`src/rtl/inst_queue_reg.sv`:
```
// ============================================================================
// Module   : inst_queue_reg
// Brief    : Fetch-to-decode instruction buffer: DEPTH-entry FIFO feeding a
//            registered decode stage with pre-extracted instruction fields.
// Revision : 1.0 - initial release
// ============================================================================
`default_nettype none

module inst_queue_reg #(
    parameter int                INST_W = 16,
    parameter int                IMM_W  = 8,
    parameter int                ADDR_W = 4,
    parameter int                RA_LSB = 0,
    parameter int                RB_LSB = 8,
    parameter int                DEPTH  = 2,
    parameter logic [INST_W-1:0] NOP    = 'h0020
) (
    input  logic                         clk_i,
    input  logic                         rst_ni,
    input  logic                         flush_i,
    input  logic                         stall_i,
    input  logic                         in_valid_i,
    output logic                         in_ready_o,
    input  logic [INST_W-1:0]            inst_i,
    output logic                         out_valid_o,
    output logic [INST_W-1:0]            inst_o,
    output logic [IMM_W-1:0]             imm_o,
    output logic [INST_W-1:0]            displacement_o,
    output logic [ADDR_W-1:0]            addr_a_o,
    output logic [ADDR_W-1:0]            addr_b_o,
    output logic [$clog2(DEPTH+1)-1:0]   count_o
);

    localparam int                  c_cnt_w    = $clog2(DEPTH + 1);
    localparam int                  c_ptr_w    = (DEPTH > 1) ? $clog2(DEPTH) : 1;
    localparam logic [c_ptr_w-1:0]  c_last_ptr = c_ptr_w'(DEPTH - 1);
    localparam logic [c_cnt_w-1:0]  c_depth    = c_cnt_w'(DEPTH);

    logic [INST_W-1:0]  r_mem [DEPTH];
    logic [c_ptr_w-1:0] r_rd_ptr;
    logic [c_ptr_w-1:0] r_wr_ptr;
    logic [c_cnt_w-1:0] r_count;

    logic               r_valid;
    logic [INST_W-1:0]  r_inst;
    logic [IMM_W-1:0]   r_imm;
    logic [INST_W-1:0]  r_disp;
    logic [ADDR_W-1:0]  r_addr_a;
    logic [ADDR_W-1:0]  r_addr_b;

    logic               w_push;
    logic               w_advance;
    logic               w_empty;
    logic               w_pop;
    logic               w_bypass;
    logic               w_fifo_wr;
    logic               w_load;
    logic               w_next_valid;
    logic [INST_W-1:0]  w_next_inst;
    logic [INST_W-1:0]  w_next_disp;

    function automatic logic [c_ptr_w-1:0] ptr_inc(input logic [c_ptr_w-1:0] ptr);
        return (ptr == c_last_ptr) ? '0 : ptr + 1'b1;
    endfunction

    // Ready is derived from occupancy alone so fetch never sees a combinational
    // path from decode stall/flush.
    assign in_ready_o = (r_count < c_depth);
    assign w_push     = in_valid_i & in_ready_o & ~flush_i;
    assign w_advance  = ~flush_i & ~stall_i;
    assign w_empty    = (r_count == '0);
    assign w_pop      = w_advance & ~w_empty;
    assign w_bypass   = w_advance & w_empty & w_push;
    assign w_fifo_wr  = w_push & ~w_bypass;
    assign w_load     = flush_i | ~stall_i;

    always_comb begin
        w_next_inst  = NOP;
        w_next_valid = 1'b0;
        if (w_pop) begin
            w_next_inst  = r_mem[r_rd_ptr];
            w_next_valid = 1'b1;
        end else if (w_bypass) begin
            w_next_inst  = inst_i;
            w_next_valid = 1'b1;
        end
    end

    generate
        if (INST_W > IMM_W) begin : g_disp_ext
            assign w_next_disp = {{(INST_W - IMM_W){w_next_inst[IMM_W-1]}},
                                  w_next_inst[IMM_W-1:0]};
        end else begin : g_disp_same
            assign w_next_disp = w_next_inst;
        end
    endgenerate

    always_ff @(posedge clk_i) begin
        if (w_fifo_wr) begin
            r_mem[r_wr_ptr] <= inst_i;
        end
    end

    always_ff @(posedge clk_i or negedge rst_ni) begin
        if (!rst_ni) begin
            r_rd_ptr <= '0;
            r_wr_ptr <= '0;
            r_count  <= '0;
        end else if (flush_i) begin
            r_rd_ptr <= '0;
            r_wr_ptr <= '0;
            r_count  <= '0;
        end else begin
            if (w_fifo_wr) begin
                r_wr_ptr <= ptr_inc(r_wr_ptr);
            end
            if (w_pop) begin
                r_rd_ptr <= ptr_inc(r_rd_ptr);
            end
            r_count <= r_count + c_cnt_w'(w_fifo_wr) - c_cnt_w'(w_pop);
        end
    end

    // All decode fields are captured from the same word as inst_o.
    always_ff @(posedge clk_i or negedge rst_ni) begin
        if (!rst_ni) begin
            r_valid  <= 1'b0;
            r_inst   <= '0;
            r_imm    <= '0;
            r_disp   <= '0;
            r_addr_a <= '0;
            r_addr_b <= '0;
        end else if (w_load) begin
            r_valid  <= w_next_valid;
            r_inst   <= w_next_inst;
            r_imm    <= w_next_inst[IMM_W-1:0];
            r_disp   <= w_next_disp;
            r_addr_a <= w_next_inst[RA_LSB +: ADDR_W];
            r_addr_b <= w_next_inst[RB_LSB +: ADDR_W];
        end
    end

    assign out_valid_o    = r_valid;
    assign inst_o         = r_inst;
    assign imm_o          = r_imm;
    assign displacement_o = r_disp;
    assign addr_a_o       = r_addr_a;
    assign addr_b_o       = r_addr_b;
    assign count_o        = r_count;

endmodule

`default_nettype wire

```
`config.mk`:
```
export PLATFORM = sky130hd
export DESIGN_NAME = inst_queue_reg
export DESIGN_NICKNAME = d
export VERILOG_FILES = /design/src/rtl/inst_queue_reg.sv
export SDC_FILE = /design/constraint.sdc
export NUM_CORES = 1
export LEC_CHECK = 0
export ABC_AREA = 1
export CAP_MARGIN = 20
export CORE_MARGIN = 2
export CORE_UTILIZATION = 50
export CTS_CLUSTER_SIZE = 24
export DETAILED_ROUTE_END_ITERATION = 6
export PLACE_DENSITY = 0.83
export RECOVER_POWER = 50
export SYNTH_ARGS = -nofsm -noshare
export SYNTH_HDL_FRONTEND = slang
export SYNTH_SLANG_ARGS = --single-unit
```
`constraint.sdc`:
```
create_clock -name clk_i -period 4.8 [get_ports clk_i]
set_input_delay 0.96 -clock clk_i [delete_from_list [all_inputs] [get_ports clk_i]]
set_output_delay 0.96 -clock clk_i [all_outputs]
set_load 0.05 [all_outputs]
```
Yosys cells after proc, flatten, opt, wreduce, memory -nomap -nowiden
Memories as Yosys holds them, arrays and structs flattened.
Index checks and enable logic that the tools add are counted.

storage, ports and cells
  logic and storage cells = 43
  memories kept = 1
  output and inout bits = 52
  flip-flop bits (word level) = 45
  bits in writable memories = 32
  input bits = 21

memories
  memory  words  bits a word  rd ports  clocked after Yosys merged registers in  wr ports  RTL line  source
  r_mem   2      16           1         0                                        1         39        logic [INST_W-1:0] r_mem [DEPTH];

operators by class
  bitwise gates (word level) = 12
  reduce and logical (&&, ||, !) cells = 3
  muxes and demuxes = 13
  magnitude comparators = 1
  add/sub/neg operators = 4

operators by type and width
  operator                                   count
  2-to-1 mux 16 bit                          2
  2-to-1 mux 1 bit                           10
  bitwise AND 1 bit                          7
  NOT 1 bit                                  4
  nonzero test 2 bit                         2
  adder 1 bit, second input constant         2
  adder 2 x 1 -> 2 bit                       1
  logical NOT 2 bit                          1
  < comparator 2 bit, second input constant  1
  2-to-1 mux 2 bit                           1
  subtractor 2 x 1 -> 2 bit                  1
  bitwise OR 1 bit                           1

Depth between registers and ports, before layout
Gate-level depths: netlist (run 1).

  word-level depth = 9
  depth in mapped cells = 10
  gate-level depth less buffers = 9

Worst setup path before layout (run 1)
Ideal clock, no wire load.

  kind = in2reg
  from = input in_valid_i
  to = memory r_mem[1][0], enable pin
  stages = 4
  setup time = 389 ps
  required time = 4,411 ps
  arrival time = 2,052 ps
  slack = 2,360 ps
  path through = inv_1 > nor3_1 > nand2_1 > nor2_1

between the ends
  word-level cells in the longest chain between the ends = 7

ends and longest elaborated chain
  item                                        RTL line  source
  start: declaration                          22        input logic in_valid_i,
  bitwise AND 1 bit (*) (2 in series)         69        assign w_push = in_valid_i & in_ready_o & ~flush_i;
  bitwise AND 1 bit                           73        assign w_bypass = w_advance & w_empty & w_push;
  NOT 1 bit                                   74        assign w_fifo_wr = w_push & ~w_bypass;
  bitwise AND 1 bit (*)                       74
  2-to-1 mux 1 bit (*)                        99        if (w_fifo_wr) begin
  2-to-1 mux 1 bit (implied by the code) (*)  100       r_mem[r_wr_ptr] <= inst_i;
  end: declaration                            39

Mark *: on every way between the ends. The rest lies on a longest branch, timed or not.

Worst setup path in the final report (run 1)
  from = input flush_i
  to = register r_count[1] (netlist: count_o[1])

between the ends
  word-level cells in the longest chain between the ends = 9
  elaborated cells between the ends (all ways) = 11
  those cells by class = add/sub (2); mux (1); bitwise (8)

ends and longest elaborated chain
  item                             RTL line  source
  start: declaration               20        input logic flush_i,
  NOT 1 bit                        69, 70
  bitwise AND 1 bit                70        assign w_advance = ~flush_i & ~stall_i;
  bitwise AND 1 bit (2 in series)  73
  NOT 1 bit                        74
  bitwise AND 1 bit                74
  adder 2 x 1 -> 2 bit             120       r_count <= r_count + c_cnt_w'(w_fifo_wr) - c_cnt_w'(w_pop);
  subtractor 2 x 1 -> 2 bit        120
  2-to-1 mux 2 bit (*)             109       end else if (flush_i) begin
  end signal: assignment           120
  end: declaration                 42        logic [c_cnt_w-1:0] r_count;

Marked as above.
A chain may end at the register's enable or synchronous reset.

==> results.md, run 1 <==
* Chip height at 74.1 µm
* Max Used Layer: met4
* Post-synth EDFFs at 32
* Fraction of registers with async set/reset at 0.396
* Status: finished clean
* # Post-CTS Setup Buffers at 0
* Element type at the critical path end: register
* Max_cap viols at 0
* HPWL Detailed at ~3300 µm
* Max Clock Skew at 0.00798 ns
* 1st-pass router iterations at 4
* DR vias/cell at 4.88
* Unrepaired setup endpoints after global routing: false
* Routed wire length per instance at approximately 14 µm
* Crit path arrival time at about 3.6 ns
* Register Area at 1490 µm²
* Synth cell types at 21
* H-tree Lvls at 2
* Min Tclk post-route at 3.35 ns
* Initial Util at 0.520
* Tot Pwr at roughly 1.3 mW
* Die ar. at 5490 µm²
* Number of I/O pins at 73
* Startpoint type of the worst setup path: input pin
* P_leak at between 1 and 1.5 nW
* Final setup violation count at 0
* Placer Congestion at slightly below 0.8
* Wire length on met1 at 1910 µm
* Area Overhead vs Synth at 25.6%
* Seq cells post-synth at 53
* Synthesized instance count at 245
* Slew headroom at 0.119
* Port-buffer cells at 72
* GR Util All Layers at 0.185
* Synth top area cells: edfxtp_1 39%, dfrtp_1 21%, nand2_1 16%, buf_4 11%, nand3_1 3.5%
* Finished Cell Area at 3080 µm²
* # DRC at 0
* Final worst path period share at 0.697
* Final Hold Vio Count at 0
* Setup TNS at 0 ns
* Least-Margin Pin Slew at between 1 and 1.5 ns
* Antenna Violating Nets Remaining at 0
* Hold-fix buffers, CTS at 0
* Cell area power density at 419 nW/µm²
* Clk_lat worst skew at ~0.31 ns
* Grt total ovfl at 0
* DR vias at 1733
* Register area share after synthesis at 0.606
* Post-Syn Area per Cell at roughly 10 µm²
* Ys flop type: edfxtp_1
* Diodes inserted at 0
* Buffer depth of the longest clock path at 2
* Highest clock rate at 299 MHz
* Worst EP required at 5.01 ns
* CTS tree: yes
* Max-slew violations at 0
* Initial antenna violation count at 0
* # fillers at 367
* Die Width at ~74 µm
* Synth warnings at 0
* Post-cts resize count at 0
* Post-synthesis cell area at 2450 µm²
* Core Util, Final at 0.653
* Clock-pin slew on the worst setup and hold paths at 0.09 ns
* Root Driver: clkbuf_8
* Clock tree sinks at 53
* Layout cells sized above 1 at 0.0590
* Syn Nets at 268
* Yosys top cell area share at 0.391
* Peak fanout along the critical path at 20
* Synth area leader: edfxtp_1
* Final WL at 4810 µm
* Num rows at 25
* Crit Path Category: input pin to register
* Post-DP Area at 2970 µm²
* Most common cell in the netlist: nand2_1
* Multi-input logic area at 622 µm²
* Worst hold path type: register to register
* First-pass GRT wire length at 7600 µm
* Total Nets Final at 310
* Worst IR drop on VDD at 246 µV
* Metal2 WL at between 2000 and 3000 µm
* Total core area at 4720 µm²
* Met3 Wirelength at 255 µm
* Vias in the first global route at approximately 1700
* Largest net degree at the start of global routing at 22
* Initial DRC Count at 65
* Top cells by count, synth: 103 x nand2_1, 35 x buf_4, 32 x edfxtp_1
* Num CTS Buffers at 5
[power breakdown]
part	leakage (nW)	switching (mW)	internal [mW]	total (mW)
clock network	0.0543	0.149	0.156	0.305
logic	0.690	0.297	0.131	0.428
registers	0.573	0.0346	0.525	0.560
total	1.32	0.480	0.812	1.29
[registers in the layout, summed over array words and instances (netlist names)]
register     cells
r_rd_ptr         1
r_mem           32
r_wr_ptr         1
out_valid_o      1
count_o          2
inst_o          16
[kinds of logic (layout without fill, tap and decap cells)]
family,after synthesis,count (layout),synth area share
DFF,53,53,0.606
xor gates and xnor gates,1,1,0.00357
adders and majority gates,2,2,0.0102
buffers and inverters,52,95,0.140
and+or+nand+nor,136,136,0.239
AOI/OAI and AO/OA,1,1,0.00204
[worst paths after layout]
check | depth (start not counted) | to | slack [ns] | startpoint
worst min register to register | 2 | inst_o[14] | 0.51 | inst_o[14]
min in group asynchronous | 1 | inst_o[7] | 0.98 | rst_ni
worst max-delay path | 10 | count_o[1] | 1.45 | flush_i
worst max register to register | 8 | count_o[1] | 2.31 | count_o[1]
max in group asynchronous | 2 | count_o[1] | 2.73 | rst_ni
worst min-delay path | 2 | inst_o[14] | 0.51 | inst_o[14]
[cells in the final DEF (no fill, tap or decap)]
master	count
nor2_2	2
clkbuf_8	5
inv_1	12
clkinvlp_4	1
dfrtp_1	21
inv_2	1
bufinv_16	1
clkinv_4	1
dlygate4sd3_1	19
ha_1	2
nand3_1	17
edfxtp_1	32
nor2_4	1
nand3_2	1
nand2_4	1
clkbuf_1	2
o21ai_1	1
nand4_1	1
nand2_1	103
nor2_8	1
xor2_1	1
nor2_1	6
nand2_2	2
clkdlybuf4s50_1	53
nor3_1	1
[worst max-delay path, stage by stage]
cell and delay [ns]:
dlygate4sd3_1 0.62, inv_1 0.14, nand2_1 0.07, nor2_1 0.98, ha_1 0.41, inv_1 0.05, ha_1 0.16, nand2_1 0.06
nand2_1 0.06, nor2_1 0.04
[final cells by class]
type                       instances  area share
sequential                        53       0.482
timing repair buffer              74       0.236
multi-input combinational        140       0.202
tap                               67      0.0272
clock buffer                       5      0.0223
inverter                          13      0.0158
clock inverter                     3      0.0150
[stage by stage]
stage / setup slack (ns) / std cells / hold slack, ns
final: 1.45 / 355 / 0.511
after global routing: 1.16 / 355 / 0.537
after CTS: 1.99 / 354 / 0.505
after detailed placement: 1.66 / 346 / 0.473
after global placement: 1.71 / 346 / 0.470
after floorplan: 2.36 / 245 / 0.471
[per-layer routing]
| layer | vias to the layer above | track usage |
|---|---|---|
| li1 | 834 | - |
| met1 | 833 | 0.203 |
| met2 | 61 | 0.355 |
| met3 | 5 | 0.0244 |
| met4 | 0 | 0.0788 |
| met5 | - | 0 |
No activity file was read; power rests on OpenSTA's default activity.
==> run 2, diff against run 1 <==
- CORE_UTILIZATION: 50 -> 47
- PLACE_DENSITY: 0.83 -> 0.79
- clock period: 4.8 -> 3.3 ns (I/O delays scaled with it)
==> results.md, run 2 (synthesized netlist as in run 1, its figures left out) <==
* Status: finished clean
* Largest net degree at the start of global routing at 22
* Antenna Violating Nets Remaining at 0
* Total core area at 5070 µm²
* Final setup violation count at 0
* Worst EP required at 3.23 ns
* Final Hold Vio Count at 0
* HPWL Detailed at 3070 µm
* 1st-pass router iterations at 4
* DR vias at 1687
* Clock tree sinks at 53
* Die Width at 76.3 µm
* Most common library cell in the layout ignoring fill and taps: nand2_1
* Initial antenna violation count at 0
* Startpoint type of the worst setup path: input pin
* Num CTS Buffers at 5
* Root Driver: clkbuf_8
* Cell area power density at roughly 600 nW/µm²
* Routed wire length per instance at 12.6 µm
* # fillers at 430
* Initial DRC Count at 88
* Largest register FFs at 32
* Vias in the first global route at 1602
* Layout cells sized above 1 at 0.0621
* GR Util All Layers at 0.169
* Worst hold path type: register to register
* P_leak at about 1.3 nW
* Hold-fix buffers, CTS at 0
* Highest clock rate at around 400 MHz
* CTS tree: yes
* Number of I/O pins at 73
* Unrepaired setup endpoints after global routing: false
* Top reg by flops: r_mem
* Min Tclk post-route at 2.57 ns
* Initial Util at 0.484
* Peak fanout along the critical path at 16
* Grt total ovfl at 0
* Setup TNS at 0 ns
* # DRC at 0
* Diodes inserted at 0
* Die ar. at 5820 µm²
* Core Util, Final at 0.610
* Chip height at 76.3 µm
* Crit Path Category: input pin to register
* Tot Pwr at 1.86 mW
* Register Area at 1490 µm²
* DR vias/cell at 4.69
* Clock-pin slew on the worst setup and hold paths at 0.09 ns
* Least-Margin Pin Slew at 1.21 ns
* # Post-CTS Setup Buffers at 0
* Slew headroom at 0.195
* Max Clock Skew at 0.00681 ns
* Placer Congestion at between 0.7 and 0.8
* Post-cts resize count at 0
* Crit path arrival time at 2.50 ns
* Clk_lat worst skew at 0.31 ns
* Most frequent cells in the layout: 103 x nand2_1, 53 x clkdlybuf4s50_1, 32 x edfxtp_1
* Final worst path period share at 0.779
* Max_cap viols at 0
* First-pass GRT wire length at ~7700 µm
* Max-slew violations at 0
* Element type at the critical path end: register
* H-tree Lvls at 2
* Total Nets Final at ~310
* Worst IR drop on VDD at 309 µV
* Multi-input logic area at 624 µm²
* Port-buffer cells at 72
* Area Overhead vs Synth at 26.1%
* Final WL at between 4000 and 5000 µm
* Buffer depth of the longest clock path at 2
* Num rows at 26
run 2: final timing paths:
check,from,endpoint,slack (ns),cells past startpoint
setup / recovery,flush_i,r_mem[1][4],0.73,5
hold / removal,out_valid_o,out_valid_o,0.49,2
setup reg to reg,count_o[1],r_mem[1][4],1.24,4
hold reg to reg,out_valid_o,out_valid_o,0.49,2
max in group asynchronous,rst_ni,inst_o[2],1.47,2
min in group asynchronous,rst_ni,inst_o[12],1.12,2
run 2: worst max-delay path: stages:
cell and delay, ns:
dlygate4sd3_1 0.62, nor3_1 0.26, nand2_1 0.14, nor2_1 0.10
clkbuf_1 0.72
run 2: per-stage QoR:
step	cells	setup slack (ns)	hold slack, ns	area [µm²]
after floorplan	245	1.16	0.364	2450
after global placement	352	0.856	0.467	3000
after detailed placement	352	0.792	0.469	3000
after CTS	360	0.904	0.492	3100
after global routing	360	0.643	0.519	3100
final	360	0.730	0.495	3100
run 2: final cells by class:
type                    instances  share of cell area
clock buffers                   6              0.0234
clock inverters                 2              0.0109
multi-input cells             140               0.202
inverters                      13              0.0158
well taps                      70              0.0283
flip-flops and latches         53               0.480
repair buffers                 76               0.240
run 2: report_power, final:
group / internal, mW / switching [mW]
clock network: 0.224 / 0.202
logic: 0.192 / 0.428
registers: 0.764 / 0.0494
run 2: metal layers:
layer / global-route usage / vias up / wire length [µm]
met3: 0.0403 / 6 / 271
met4: 0.0545 / 0 / 68
met1: 0.203 / 783 / 1890
met5: 0 / - / 0
li1: - / 838 / -
met2: 0.301 / 60 / 2320
==> run 3, diff against run 2 <==
- CORE_UTILIZATION: 47 -> 42
- PLACE_DENSITY: 0.79 -> 0.74
- clock period: 3.3 -> 2.08 ns (I/O delays scaled with it)
==> results.md, run 3 (synthesized netlist as in run 1, its figures left out) <==
* Final Hold Vio Count at 0
* Antenna Violating Nets Remaining at 0
* Initial DRC Count at 112
* 1st-pass router iterations at 4
* Worst IR drop on VDD at about 480 µV
* Crit-path cells: clkdlybuf4s50_1
* Highest cell delay on the worst timing path at 0.83 ns
* Initial antenna violation count at 0
* Placed Cells incl. Taps at 360
* Max_cap viols at 0
* Layout cells sized above 1 at 0.0777
* Worst-case reg-to-reg path depth at 7
* Peak fanout along the critical path at 3
* Diodes inserted at 0
* Clk_lat worst skew at 0.29 ns
* Worst hold path type: register to register
* Highest clock rate at 506 MHz
* Clock-pin slew on the worst setup and hold paths at around 0.090 ns
* Area Overhead vs Synth at 25.0%
* Element type at the critical path end: output port
* Crit Path Category: register to output port
* Least-Margin Pin Slew at 1.24 ns
* Max-slew violations at 0
* Cell area power density at around 920 nW/µm²
* Num rows at 27
* Top reg by flops: r_mem
* Critical path depth in cells at 1
* Number of I/O pins at 73
* GR Util All Layers at 0.153
* Vias in the first global route at 1545
* Largest register FFs at 32
* P_leak at approximately 1.3 nW
* Startpoint type of the worst setup path: register
* Crit path buf inv count at 1
* Root Driver: clkbuf_8
* Slew headroom at 0.171
* DR vias/cell at about 4.6
* CP max-delay cell: clkdlybuf4s50_1
* CTS tree: yes
* Grt total ovfl at 0
* Initial Util at 0.440
* Routed wire length per instance at 12.8 µm
* Unrepaired setup endpoints after global routing: false
* Chip height at 80.5 µm
* Total core area at 5570 µm²
* Die Width at 80.5 µm
* Num CTS Buffers at 5
* Min Tclk post-route at about 2 ns
* # DRC at 0
* Most frequent cells in the layout: 103 x nand2_1, 42 x clkdlybuf4s50_1, 32 x edfxtp_1
* Placer Congestion at between 0.7 and 0.8
* Crit path arrival time at 1.56 ns
* Total Nets Final at 318
* # Post-CTS Setup Buffers at 0
* H-tree Lvls at 2
* Status: finished clean
* Most common library cell in the layout ignoring fill and taps: nand2_1
* Setup TNS at 0 ns
* Port-buffer cells at 72
* Worst EP required at 1.66 ns
* DR vias at around 1700
* Hold depth at 2
* Non-Filler Instances at 368
* Final WL at 4710 µm
* Top delay family on crit path: buffers and inverters
* Max Clock Skew at just over 0.003 ns
* Largest net degree at the start of global routing at 22
* Buffer depth of the longest clock path at 2
* Final worst path period share at 0.949
* First-pass GRT wire length at 7510 µm
* Final setup violation count at 0
* Clock tree sinks at 53
* HPWL Detailed at about 3200 µm
* Die ar. at between 6000 and 7000 µm²
[run 3: cell types whose count changed in the layout (fill, tap and decap cells not counted), sizes merged, moves of 2 or more]
cell           change
clkdlybuf4s50     -11
buf                +5
clkbuf            +15
dlygate4sd3        -2
[run 3: metal layers]
metal	up-vias	part of all wire	GRT usage
met5	-	0	0
met3	4	0.064	0.0213
li1	848	-	-
met1	793	0.45	0.208
met2	57	0.48	0.253
met4	0	0.011	0.0508
[run 3: timing repair]
| item | in CTS | in global routing |
|---|---|---|
| hold buffers | 0 | 0 |
| endpoints found under the setup margin | 0 | 1 |
| gates resized for setup | 0 | 1 |
[run 3: final timing paths]
check / from / slack, ns / end
worst max-delay path: count_o[0] / 0.11 / count_o[0]
worst min-delay path: out_valid_o / 0.49 / out_valid_o
worst min register to register: out_valid_o / 0.49 / out_valid_o
worst max register to register: count_o[1] / 0.41 / count_o[1]
min in group asynchronous: rst_ni / 0.90 / inst_o[15]
max in group asynchronous: rst_ni / 0.44 / inst_o[9]
[run 3: worst reg2reg max path, delay by kind of cell, from the launching register on]
family	cells	cell delay [ns]
buffers and inverters	1	0.05
flip-flops	1	0.47
AND/OR/NAND/NOR	4	0.57
adder cells (fa/ha/maj)	2	0.48
[run 3: layout make-up]
| class | instances | area, µm² |
|---|---|---|
| repair buffers | 82 | 738 |
| well taps | 72 | 90.1 |
| inverters | 13 | 48.8 |
| clock buffers | 8 | 80.1 |
| fillers | 493 | 2510 |
| flip-flops and latches | 53 | 1490 |
| multi-input cells | 140 | 624 |
[run 3: where the power goes]
| group | internal [mW] | switching (mW) |
|---|---|---|
| sequential | 1.21 | 0.0680 |
| combinational | 0.292 | 0.695 |
| clock | 0.240 | 0.309 |
| total | 1.74 | 1.07 |
[run 3: per-stage QoR]
stage	setup slack (ns)	cell area, µm²	hold WS (ns)	util	total power, mW
after detailed placement	-0.0514	3040	0.469	0.546	2.33
final	0.105	3070	0.489	0.550	2.82
after global placement	0.0445	3040	0.466	0.546	2.32
after CTS	0.0282	3120	0.480	0.560	2.87
after floorplan	0.215	2460	0.120	-	2.07
after global routing	0.0685	3070	0.536	0.550	2.94
